==> src/rtl/seg7_pkg.sv <==
// Shared seven-segment constants: active-high patterns ordered {g,f,e,d,c,b,a}
// and the width of one BCD digit.
package seg7_pkg;

    localparam int unsigned BCD_W = 4;

    localparam logic [6:0] SEG_0     = 7'h3F;
    localparam logic [6:0] SEG_1     = 7'h06;
    localparam logic [6:0] SEG_2     = 7'h5B;
    localparam logic [6:0] SEG_3     = 7'h4F;
    localparam logic [6:0] SEG_4     = 7'h66;
    localparam logic [6:0] SEG_5     = 7'h6D;
    localparam logic [6:0] SEG_6     = 7'h7D;
    localparam logic [6:0] SEG_7     = 7'h07;
    localparam logic [6:0] SEG_8     = 7'h7F;
    localparam logic [6:0] SEG_9     = 7'h6F;
    localparam logic [6:0] SEG_BLANK = 7'h00;

endpackage

==> src/rtl/bcd_counter_display_bcd_to_seg.sv <==
// Single BCD digit to seven-segment decoder; codes above 9 blank the digit.
module bcd_to_seg
    import seg7_pkg::*;
#(
    parameter bit SEG_ACTIVE_LOW = 1'b1
) (
    input  logic [BCD_W-1:0] bcd,
    output logic [6:0]       seg
);

    logic [6:0] pattern;

    // Look up the active-high pattern, then apply the board polarity.
    always_comb begin
        pattern = SEG_BLANK;
        case (bcd)
            4'd0:    pattern = SEG_0;
            4'd1:    pattern = SEG_1;
            4'd2:    pattern = SEG_2;
            4'd3:    pattern = SEG_3;
            4'd4:    pattern = SEG_4;
            4'd5:    pattern = SEG_5;
            4'd6:    pattern = SEG_6;
            4'd7:    pattern = SEG_7;
            4'd8:    pattern = SEG_8;
            4'd9:    pattern = SEG_9;
            default: pattern = SEG_BLANK;
        endcase
        seg = SEG_ACTIVE_LOW ? ~pattern : pattern;
    end

endmodule

==> src/rtl/bcd_counter_display.sv <==
// N-digit BCD up/down counter with prescaled tick, parallel load, registered
// wrap pulse and per-digit seven-segment decode.
module bcd_counter_display
    import seg7_pkg::*;
#(
    parameter int unsigned NUM_DIGITS     = 2,
    parameter int unsigned PRESCALE       = 1,
    parameter bit          SEG_ACTIVE_LOW = 1'b1
) (
    input  logic                        clk,
    input  logic                        master_reset,
    input  logic                        enable,
    input  logic                        up_down,
    input  logic                        load,
    input  logic [BCD_W*NUM_DIGITS-1:0] load_value,
    output logic [BCD_W*NUM_DIGITS-1:0] count_bcd,
    output logic [7*NUM_DIGITS-1:0]     seg,
    output logic                        indicator
);

    localparam int unsigned CW = BCD_W * NUM_DIGITS;
    localparam int unsigned PW = (PRESCALE > 1) ? $clog2(PRESCALE) : 1;
    localparam logic [PW-1:0] PLAST = PW'(PRESCALE - 1);

    logic [PW-1:0]       pcnt;
    logic                tick;
    logic [CW-1:0]       inc_val;
    logic [CW-1:0]       dec_val;
    logic [CW-1:0]       sat_val;
    logic [NUM_DIGITS:0] carry;
    logic [NUM_DIGITS:0] borrow;

    assign tick      = enable && (pcnt == PLAST);
    assign carry[0]  = 1'b1;
    assign borrow[0] = 1'b1;

    // Both the incremented and decremented values are built every cycle; the
    // final carry/borrow out of the top digit is the wrap condition.
    for (genvar i = 0; i < NUM_DIGITS; i++) begin : g_digit
        logic [BCD_W-1:0] d;
        logic [BCD_W-1:0] ld;

        assign d  = count_bcd[i*BCD_W +: BCD_W];
        assign ld = load_value[i*BCD_W +: BCD_W];

        assign inc_val[i*BCD_W +: BCD_W] = !carry[i]  ? d : ((d >= 4'd9) ? 4'd0 : d + 4'd1);
        assign carry[i+1]                = carry[i] && (d >= 4'd9);
        assign dec_val[i*BCD_W +: BCD_W] = !borrow[i] ? d : ((d == 4'd0) ? 4'd9 : d - 4'd1);
        assign borrow[i+1]               = borrow[i] && (d == 4'd0);
        assign sat_val[i*BCD_W +: BCD_W] = (ld > 4'd9) ? 4'd9 : ld;

        bcd_to_seg #(
            .SEG_ACTIVE_LOW(SEG_ACTIVE_LOW)
        ) u_dec (
            .bcd(d),
            .seg(seg[i*7 +: 7])
        );
    end

    // Count, prescaler and wrap pulse: reset > load > tick > hold.
    always_ff @(posedge clk) begin
        if (master_reset) begin
            count_bcd <= '0;
            pcnt      <= '0;
            indicator <= 1'b0;
        end else if (load) begin
            count_bcd <= sat_val;
            pcnt      <= '0;
            indicator <= 1'b0;
        end else begin
            indicator <= 1'b0;
            if (enable) begin
                pcnt <= tick ? '0 : pcnt + PW'(1);
            end
            if (tick) begin
                count_bcd <= up_down ? inc_val : dec_val;
                indicator <= up_down ? carry[NUM_DIGITS] : borrow[NUM_DIGITS];
            end
        end
    end

endmodule
==> config.mk <==
export PLATFORM = sky130hd
export DESIGN_NAME = bcd_counter_display
export DESIGN_NICKNAME = d
export VERILOG_FILES = /design/src/rtl/seg7_pkg.sv /design/src/rtl/bcd_counter_display_bcd_to_seg.sv /design/src/rtl/bcd_counter_display.sv
export SDC_FILE = /design/constraint.sdc
export NUM_CORES = 1
export LEC_CHECK = 0
export CAP_MARGIN = 20
export CORE_MARGIN = 1.5
export CORE_UTILIZATION = 44
export CTS_BUF_LIST = sky130_fd_sc_hd__clkbuf_2 sky130_fd_sc_hd__clkbuf_4 sky130_fd_sc_hd__clkbuf_8
export DETAILED_ROUTE_END_ITERATION = 10
export PLACE_DENSITY = 0.77
export SYNTH_ARGS = -nofsm -noshare
export SYNTH_HDL_FRONTEND = slang
export SYNTH_HIERARCHICAL = 1
export SYNTH_SLANG_ARGS = --single-unit
==> constraint.sdc <==
create_clock -name clk -period 1.95 [get_ports clk]
set_clock_uncertainty 0.1 [all_clocks]
set_input_delay 0.39 -clock clk [delete_from_list [all_inputs] [get_ports clk]]
set_output_delay 0.39 -clock clk [all_outputs]
set_load 0.02 [all_outputs]
==> results.tsv, run 1 <==
stage	metric	value	unit
drt	DR pass1 iterations	4	
yosys	Post-synth EDFFs	0	
yosys	ys async rst share	0	%
clock_tree	CTS tree	yes	
critical_path	maximum fanout along the worst path	4	
cells_and_area	diode count	0	
yosys	synthesized area	1290	um2
critical_path	Required @ worst endpoint	2.00	ns
die	row count	19	
timing	Final Critical Period	2.14	ns
timing	setup_tns	-0.266	ns
placement	Worst Setup Slack post-DPL	-0.193	ns
timing	Worst slew margin	66.9	%
critical_path	critical path type	reg -> reg	
run_status	failing checks	negative setup slack	
die	Core ar.	2780	um2
grt	gr usage total	24.9	%
yosys	Mapped Nets	201	
critical_path	CP peak stage delay	0.42	ns
yosys	Distinct cells, synth	47	
placement	GP Congestion	0.931	
grt	first-pass GRT wire length	6.61	mm
grt	remaining global-route overflow	0	
clock_tree	root buf cell	clkbuf_4	
placement	Cells after DPL	260	
die	Initial Util	46.5	%
timing	final worst setup slack	-0.192	ns
yosys	Synth Flop Type	dfxtp_1	
drt	DR vias/cell	5.94	
clock_tree	CTS buffer count	3	
cells_and_area	share of layout cells above drive strength 1	40.4	%
pwr	PwrDens	595	nW/um2
worst_hold_path	worst hold path type	reg -> reg	
pwr	P_leak	0.000876	uW
drt	First DRT Iteration DRCs	87	
die	Die ar.	3270	um2
grt	vias in the first global route	1547	
critical_path	Cell Chain, Critical Path	buf_6 > inv_6 > ha_4 > or3b_4 > and3_4 > a211o_1 > a311oi_1	
drt	via count	1609	
yosys	synthesized instance count	171	
drt	post-DR wirelength/cell	16.5	um
clock_tree	clock sink count	10	
clock_tree	CTS max path bufs	2	
critical_path	CP Capture Type	register	
critical_path	CP startpoint kind	register	
timing	Final Setup Violations	3	
cells_and_area	commonest non-fill, non-tap cell in the layout	buf_4	
placement	port bufs	35	
timing	Hold Fails Final Rpt	0	
critical_path	arrival time worst endpoint	2.19	ns
cells_and_area	fin cells	271	
timing	worst slew pin tran	0.496	ns
yosys	sequential share of the synthesized area	15.5	%
yosys	#FFs+latches synth	10	
run_status	outcome	finished, violations left	
cells_and_area	Nets	271	
cells_and_area	leading cell types in the layout, fill and taps excluded	buf_4, clkdlybuf4s50_1, a21oi_1	
clock_tree	clock-pin slew on the worst setup and hold paths	0.07	ns
timing	final period utilization	110	%
drt	WL final	4.48	mm
grt	largest net degree at the start of global routing	13	
timing	Max Freq	0.467	GHz
placement	Final HPWL DP	2.99	mm
yosys	Mean Syn Cell Area	7.57	um2
pwr	Max VDD drop	0.000409	V
drt	Post-route DRC	0	
drt	Routed Antenna Nets	0	
clock_tree	CTS H-Tree Depth	1	
die	Die Width	57.2	um
grt	initial antenna violation count	0	
die	I/O pin total	36	
die	die height	57.2	um
timing	Slew Viols, Final	0	
yosys	Ys Warns	6	
timing	RSZ-0062 raised after global routing	true	
clock_tree	clock insertion delay at the later pin of the skew report	0.27	ns
critical_path	slowest CP cell	or3b_4	
cells_and_area	Fillers	197	
cells_and_area	Area Overhead vs Synth	59.7	%
cells_and_area	final core occ	74.3	%
flow_run	max_cap viols	0	
critical path: cells and delay by family (launching register included):
family | cells | cell delay [ns]
buffers and inverters | 2 | 0.19
DFF | 1 | 0.36
and+or+nand+nor | 2 | 0.63
adders and majority gates | 1 | 0.12
AOI/OAI and AO/OA | 2 | 0.61
area by class of cell:
class	instances	area, um2	share of cell area, %
clock buffers	4	36.3	1.76
inverters	16	70.1	3.39
multi-input cells	137	1120	54.1
flip-flops and latches	10	216	10.5
well taps	31	38.8	1.88
repair buffers	73	586	28.3
flip-flops by register name (all words and copies together) (netlist names):
register,flops
count_bcd,8
indicator,1
pcnt,1
what timing repair did:
action	in CTS	in global routing
hold buffers	0	0
pin swaps	6	16
gates cloned	0	0
buffers inserted	1	6
endpoints found under the setup margin	23	21
gates resized for setup	66	47
cell families after synthesis:
| group | Yosys count | share of synthesized area, % |
|---|---|---|
| AOI/OAI and AO/OA | 63 | 33.1 |
| and+or+nand+nor | 54 | 24.2 |
| buffers and inverters | 24 | 8.80 |
| adders and majority gates | 17 | 16.4 |
| DFF | 10 | 15.5 |
| xor gates and xnor gates | 3 | 2.03 |
cells in the mapped netlist (3+ instances only):
| cell type | count | share of area (%) |
|---|---|---|
| a31oi_1 | 4 | 1.9 |
| buf_6 | 3 | 2.6 |
| o21ai_0 | 15 | 5.8 |
| a311oi_1 | 3 | 2.0 |
| nor2b_1 | 3 | 1.5 |
| a221oi_1 | 3 | 2.0 |
| nor2_1 | 12 | 3.5 |
| a211oi_1 | 4 | 2.3 |
| nor3_1 | 3 | 1.2 |
| clkbuf_1 | 4 | 1.2 |
| dfxtp_1 | 10 | 15 |
| ha_1 | 17 | 16 |
| a21oi_1 | 14 | 5.4 |
| nand2_1 | 9 | 2.6 |
| nand3b_1 | 3 | 1.7 |
| inv_1 | 16 | 4.6 |
| nand2b_1 | 9 | 4.4 |
where the power goes:
part	internal [uW]	switching, uW
registers	223	30.1
clock network	114	79.0
logic	360	423
total	697	532
path summary, 6_finish.rpt:
kind,start,endpoint,slack (ns),cells past startpoint
max,count_bcd[4],count_bcd[4],-0.19,7
min,pcnt,pcnt,0.41,1
max reg2reg,count_bcd[4],count_bcd[4],-0.19,7
min reg2reg,pcnt,pcnt,0.41,1
per-layer routing:
layer | GRT usage (%) | share of wire [%] | up-vias
met2 | 44.0 | 52 | 95
li1 | - | - | 755
met1 | 30.8 | 40 | 749
met4 | 11.0 | 1.6 | 0
met3 | 1.81 | 6.7 | 10
met5 | 0 | 0 | -
per-stage QoR:
step	instance area [um2]	power, uW	hold WS [ns]
floorplan	1300	647	0.367
global placement	1870	941	0.376
CTS	1950	1130	0.400
global route	2070	1300	0.432
finish	2070	1230	0.411
detailed placement	1870	963	0.389
Power figures use the tool's default switching activity.
==> run 2: changes to the inputs <==
Settings changed: CAP_MARGIN 20 to 5.
==> results of run 2 <==
The final DEF is identical to that of run 1; final timing and power are the same.
